--- src/rtl/chunked_add_sub.sv ---
// chunked_add_sub: multi-cycle WIDTH-bit adder/subtractor that adds CHUNK bits per clock, LSB chunk first.
// Ports:
//   clk       - rising-edge clock
//   reset_n   - synchronous active-low reset
//   start     - request an operation; accepted only while ready=1
//   sub       - 0: a+b, 1: a-b (sampled with start)
//   a, b      - WIDTH-bit operands (sampled with start)
//   ready     - high while idle and able to accept start
//   done      - one-cycle pulse when result and flags are valid
//   result    - sum or difference (partial while running; qualify with done)
//   carryOut  - carry out of the MSB (for subtraction, 1 means no borrow)
//   overflow  - signed overflow
//   zero      - result is all zeros
//   negative  - result MSB
module chunked_add_sub #(
    parameter int WIDTH = 64,
    parameter int CHUNK = 16
) (
    input  logic             clk,
    input  logic             reset_n,
    input  logic             start,
    input  logic             sub,
    input  logic [WIDTH-1:0] a,
    input  logic [WIDTH-1:0] b,
    output logic             ready,
    output logic             done,
    output logic [WIDTH-1:0] result,
    output logic             carryOut,
    output logic             overflow,
    output logic             zero,
    output logic             negative
);
    localparam int N  = WIDTH / CHUNK;
    // Keep the counter at least one bit wide so N=1 still elaborates.
    localparam int CW = (N > 1) ? $clog2(N) : 1;

    typedef enum logic [1:0] {IDLE, RUN, DONE} state_t;

    state_t           state;
    state_t           nextState;
    logic [WIDTH-1:0] aReg;
    logic [WIDTH-1:0] bReg;
    logic             carry;
    logic [CW-1:0]    k;
    logic             lastChunk;
    logic [CHUNK:0]   chunkSum;

    assign lastChunk = (k == CW'(N - 1));
    // bReg already holds ~b for subtraction and carry starts at 1, giving a + ~b + 1.
    assign chunkSum  = {1'b0, aReg[k*CHUNK +: CHUNK]} + {1'b0, bReg[k*CHUNK +: CHUNK]} + (CHUNK+1)'(carry);

    always_ff @(posedge clk) begin
        if (!reset_n) state <= IDLE;
        else          state <= nextState;
    end

    always_comb begin
        nextState = (state == IDLE) ? (start ? RUN : IDLE) :
                    (state == RUN)  ? (lastChunk ? DONE : RUN) : IDLE;
    end

    always_comb begin
        ready = (state == IDLE);
        done  = (state == DONE);
    end

    always_ff @(posedge clk) begin
        if (!reset_n) begin
            aReg   <= '0;
            bReg   <= '0;
            carry  <= 1'b0;
            k      <= '0;
            result <= '0;
        end else if (state == IDLE && start) begin
            aReg  <= a;
            bReg  <= sub ? ~b : b;
            carry <= sub;
            k     <= '0;
        end else if (state == RUN) begin
            result[k*CHUNK +: CHUNK] <= chunkSum[CHUNK-1:0];
            carry                    <= chunkSum[CHUNK];
            k                        <= k + 1'b1;
        end
    end

    // Flags derive from held registers, so they stay stable from done until the next accepted start.
    assign carryOut = carry;
    assign overflow = (aReg[WIDTH-1] == bReg[WIDTH-1]) && (result[WIDTH-1] != aReg[WIDTH-1]);
    assign zero     = (result == '0);
    assign negative = result[WIDTH-1];
endmodule

--- config.mk ---
export PLATFORM = sky130hd
export DESIGN_NAME = chunked_add_sub
export DESIGN_NICKNAME = d
export VERILOG_FILES = /design/src/rtl/chunked_add_sub.sv
export SDC_FILE = /design/constraint.sdc
export NUM_CORES = 1
export LEC_CHECK = 0
export CAP_MARGIN = 20
export CORE_ASPECT_RATIO = 1.2
export CORE_MARGIN = 2
export CORE_UTILIZATION = 55
export DETAILED_ROUTE_END_ITERATION = 6
export HOLD_SLACK_MARGIN = 0.1
export PLACE_DENSITY = 0.91
export SLEW_MARGIN = 15
export SYNTH_ARGS = -nofsm -noshare
export SYNTH_HDL_FRONTEND = slang
export SYNTH_SLANG_ARGS = --single-unit
--- constraint.sdc ---
create_clock -name clk -period 9.2 [get_ports clk]
set_clock_uncertainty 0.15 [all_clocks]
set_input_delay 1.84 -clock clk [delete_from_list [all_inputs] [get_ports clk]]
set_output_delay 1.84 -clock clk [all_outputs]
set_load 0.02 [all_outputs]
## Yosys cells after proc, flatten, opt, wreduce, memory -nomap -nowiden

Index checks and enable logic that the tools add are counted.

- Flip-flop bits (word level): 197
- Latch bits: 0
- Memory bits (writable): 0
- ROM bits: 0
- Bits of input ports: 132
- Output and inout bits: 70
- Logic and storage cells: 37
- Memories: 0

- Add/subtract/negate cells: 4
- Multipliers: 0
- Div/mod/pow operators: 0
- Magnitude comparators: 0
- Equality and inequality tests: 5
- Shifts and indexed selects: 4
- Mux-type cells: 8
- Bitwise operators: 3
- Reductions and logical operators: 7

Operators by type and width:

| kind | number |
|---|---|
| indexed part select 64 x 7 -> 16 bit | 2 |
| bitwise mux 64 bit | 1 |
| logical NOT 64 bit | 1 |
| 2-to-1 mux 64 bit | 1 |
| NOT 64 bit | 1 |
| variable shift 16 x 34 -> 64 bit (first input constant) | 1 |
| indexed part select 16 x 34 -> 64 bit | 1 |
| negation 6 -> 34 bit | 1 |
| adder 16 x 16 -> 17 bit | 1 |
| adder 17 x 1 -> 17 bit | 1 |
| 2-to-1 mux 2 bit | 3 |
| == test 2 bit (second input constant) | 2 |
| 2-to-1 mux 1 bit | 3 |
| adder 2 x 1 -> 2 bit (second input constant) | 1 |
| == test 2 x 1 -> 1 bit (second input constant) | 1 |
| logical AND 1 bit | 2 |
| logical NOT 2 bit | 1 |
| NOT 1 bit | 2 |
| AND reduction 2 bit | 1 |
| nonzero test 2 bit | 1 |
| OR reduction 2 bit | 1 |
| == test 1 bit | 1 |
| != test 1 bit | 1 |

## Logic depth before layout (Yosys ltp)

- Depth after elaboration: 5
- Mapped depth: 12
- Gate-level depth less buffers: 10

## Worst setup path before layout

OpenSTA, ideal clock, no wires.

- Path kind: register to register
- From: register k[0]
- To: register carry, in the netlist carryOut
- Library setup time: 0.115 ns
- Arrival: 3.359 ns
- Data required time: 8.935 ns
- Path slack: 5.576 ns
- Cell stages (with the launch flop): 13
- Path buffers: 2
- Clock period less this slack: 3.624 ns
- Path through: dfxtp_1 buf_2 buf_2 mux4_2 fa_1 inv_1 fa_1 and2b_1 o2111ai_1 a21oi_2 a311oi_4 o211ai_1 and3_1

- Word-level cells in the longest chain between the ends: 5
- Elaborated cells between the ends (all ways): 6
- Those cells by class: add/sub: 2; shift: 2; mux: 2

RTL lines:

| item | RTL line | source |
|---|---|---|
| from (decl) | 44 | `logic [CW-1:0] k;` |
| from (signal assigned) | 82 | `k <= k + 1'b1;` |
| indexed part select 64 x 7 -> 16 bit | 50 | `assign chunkSum = {1'b0, aReg[k*CHUNK +: CHUNK]} + {1'b0, bReg[k*CHUNK +: CHUNK]} + (CHUNK+1)'(carry);` |
| adder 16 x 16 -> 17 bit (*) | 50 |  |
| adder 17 x 1 -> 17 bit (*) | 50 |  |
| 2-to-1 mux 1 bit (*) | 79 | `end else if (state == RUN) begin` |
| 2-to-1 mux 1 bit (*) | 74 | `end else if (state == IDLE && start) begin` |
| to (signal assigned) | 77 | `carry <= sub;` |
| to (signal assigned) | 81 | `carry <= chunkSum[CHUNK];` |
| to (decl) | 43 | `logic carry;` |

Every way passes the cells marked *; elsewhere a longest branch is shown, timed or not. The select of a mux whose other input is x is not followed.
A chain may end at the register's enable or synchronous reset.

## Worst setup path after layout

- From: register result[51]
- To: output port zero

- Word-level cells in the longest chain between the ends: 1

RTL lines:

| item | RTL line | source |
|---|---|---|
| from (decl) | 27 | `output logic [WIDTH-1:0] result,` |
| from (signal, indexed assignment) | 80 | `result[k*CHUNK +: CHUNK] <= chunkSum[CHUNK-1:0];` |
| logical NOT 64 bit | 89 | `assign zero = (result == '0);` |
| to (decl) | 30 | `output logic zero,` |

No other way between the ends.

==> results.ini <==
[status]
run_status = complete, no violations

[floorplanning]
die_width_um = 124
die_area_um2 = 18300
rows = 52
start_util = 0.562
floorplan.core_area_um2 = 16900
dieHeight_um = 148
floorplan.io_pins = 202

[layout]
postLayoutCellArea_um2 = 12100
syn2layout_area_growth_pct = 27.3
share_of_final_layout_standard_cells_stronger_than_drive_strength_1 = 0.0823
design.final.nets = 1296
fin_cells = 1370
n_antenna_cell = 0

[logic_synthesis]
postSynthRegisterBits = 197
syn_area_um2 = 9500
post-synth-top-area-cell = sky130_fd_sc_hd__dfxtp_1
synthesis.instances = 989
ys_seq_area_frac = 0.415
synth_edf_count = 0
synth_compound_gate_area_share = 0.206
synthMostInstantiatedCell = sky130_fd_sc_hd__nand2_1
synth_top_family_by_area = compound AO/OA/AOI/OAI gates
synth.distinct_cells = 63
synth.avg_cell_area_um2 = 9.61
synth_adder_area_share = 0.0319
synth_nets = 1144
asyncSetResetFlopFracSynth = 0
synth_top_flop_cell = sky130_fd_sc_hd__dfxtp_1
synthMuxAreaShare = 0.0758
synthDominantCellAreaShare = 0.415
post_synth_and_or_nand_nor_area_fraction = 0.161
top_cells_by_instance_count_after_synthesis = 246 x sky130_fd_sc_hd__nand2_1, 197 x sky130_fd_sc_hd__dfxtp_1, 71 x sky130_fd_sc_hd__xnor2_1
yosys_warnings = 0
post_synth_xor_area_fraction = 0.0699
post_synth_main_area_contributors = sky130_fd_sc_hd__dfxtp_1 42%, sky130_fd_sc_hd__nand2_1 9.7%, sky130_fd_sc_hd__mux4_2 7.6%

[timing]
finalCriticalPeriod_ns = 4.40
rsz0062_at_grt = false
hold_viol = 0
finalMaxSlewViolations = 0
slew_headroom = 0.322
holdWs_ns = 0.316
clock.fmax_mhz = 227
setup-tns-final_ns = 0
worst_pin_slew_ns = 1.02
setup_viol_count_final = 0
post-route-period-util = 0.478
setup_ws_ns = 4.80

[clock_tree]
cts_made_buffers = 17
tritoncts = yes
maximum_count_of_clock_buffers_along_a_single_path = 2
cts.clk_slew.worst_paths_ns = 0.07
ctsHoldBuffers = 0
cts-resized-gates = 0
ctsHtreeMaxLevel = 4
cts-root-buf = sky130_fd_sc_hd__clkbuf_16
clk-insertion-delay-late_ns = 0.43
cts_sinks = 197
postCtsSetupBuffers = 0

[global_route]
grt_util_met1 = 0.338
gr-usage-all-layers = 0.280
grt_most_used_layer = met2
grt_start_max_net_pins = 133
grt_antenna_before_repair = 0
grt_pass1_wl_um = 39300
grt_pass1_vias = 7814
use_met3 = 0.0529
use_met2 = 0.457
global_route.overflow_total = 0

[placed_design]
place_ws_ns = 4.62
portBuffers = 201
placed_cell_area_um2 = 11500
weighted_congestion_reported_at_the_end_of_routability_driven_placement = 0.883
dp_hpwl_um = 17900
dp.cells = 1338

[pwr]
p_clk_frac = 0.369
total_leakage_power_nw = 4.97
comb_power_share = 0.183
proportion_of_total_power_due_to_net_switching = 0.264
ir_drop_worst_vdd_mv = 0.133
share_seq_of_total_power = 0.448
internal-power_w = 0.00153
total_power_density_per_cell_area_nw_per_um2 = 172
p_sw_w = 0.000550

[routing]
wirelength_um = 25300
wire_per_inst_um = 18.4
route.detailed.drc = 0
detail_route.iter0.violations = 746
route.detailed.vias_per_inst = 5.86
antenna_viol_nets_final = 0
vias = 8024
drt_first_pass_iters = 6

[worst_setup_path]
crit_chain = nor4_1 -> nand4_1 -> nor4_1 -> clkdlybuf4s50_1
setup.worst_path.end_class = primary output
timing.critical_path.mode_cell = sky130_fd_sc_hd__nor4_1
timing.critical_path.slowest_cell_delay_ns = 0.66
worstSetupStartpointType = register
worst-setup-path-type = reg -> out
cp.arrival_ns = 2.41
slowest_stage = sky130_fd_sc_hd__clkdlybuf4s50_1
critPathRequiredTime_ns = 7.21
path_max_fanout = 3

[run]
maxCapViolations = 0

[worst_hold_path]
holdCritPathClass = reg -> reg

## cell usage in the layout (no fill, tap or decap), drive strengths merged, types with 4 or more instances in the layout
master	n
inv	10
and3	4
ha	21
buf	6
nand3	6
nor4	18
a21o	8
a22o	12
xnor2	71
and2	11
dfxtp	197
mux4	32
clkbuf	21
nor2	10
clkdlybuf4s50	199
nor2b	27
o211a	64
a21boi	67
a22oi	24
nand4	6
xor2	4
a21oi	14
o21ai	31
nand2	247
clkinv	4
o21a	4
## state kept, by name, summed over array words and instances, names as in the netlist
name / count
result: 64
k: 2
aReg: 64
bReg: 64
state: 2
carryOut: 1
## power groups by stage
stage	clock network (W)	registers, W	logic (W)
floorplan	0	0.000944	0.000242
global placement	0	0.000947	0.000364
detailed placement	0	0.000950	0.000374
CTS	0.000777	0.000932	0.000378
global route	0.000807	0.000937	0.000409
finish	0.000769	0.000932	0.000381
## stage by stage
step	utilization	total power (W)
floorplan	-	0.00119
detailed placement	0.678	0.00132
global placement	0.678	0.00131
CTS	0.715	0.00209
finish	0.715	0.00208
global route	0.715	0.00215
## routing by layer
metal	wire, µm	vias up
li1	-	3778
met1	9950	3815
met2	12300	344
met5	0	-
met3	1610	87
met4	1400	0
## critical path: cells and delay by family (launching register included)
family | cells | cell delay (ns)
DFF | 1 | 0.33
and+or+nand+nor | 3 | 0.99
buffers and inverters | 1 | 0.66
## layout make-up
cell class / count / area [µm²]
clock buffer: 21 / 470
clock inverter: 11 / 149
fill: 1199 / 4820
inverter: 9 / 33.8
multi-input combinational: 711 / 5180
sequential: 197 / 3950
tap: 216 / 270
timing repair buffer: 205 / 2040
## cell families after synthesis
family	after synthesis
flip-flops	197
AND/OR/NAND/NOR	340
buffers and inverters	81
multiplexers	32
adder cells (fa/ha/maj)	23
XOR/XNOR	75
AO/OA/AOI/OAI	241
## path summary, 6_finish.rpt
path,from,to,cells after the start,slack (ns)
worst max-delay path,result[51],zero,4,4.80
worst min-delay path,aReg[41],aReg[41],2,0.32
worst max register to register,k[0],result[30],11,4.92
worst min register to register,aReg[41],aReg[41],2,0.32
Note: power is estimated with default switching activity, not from simulation.
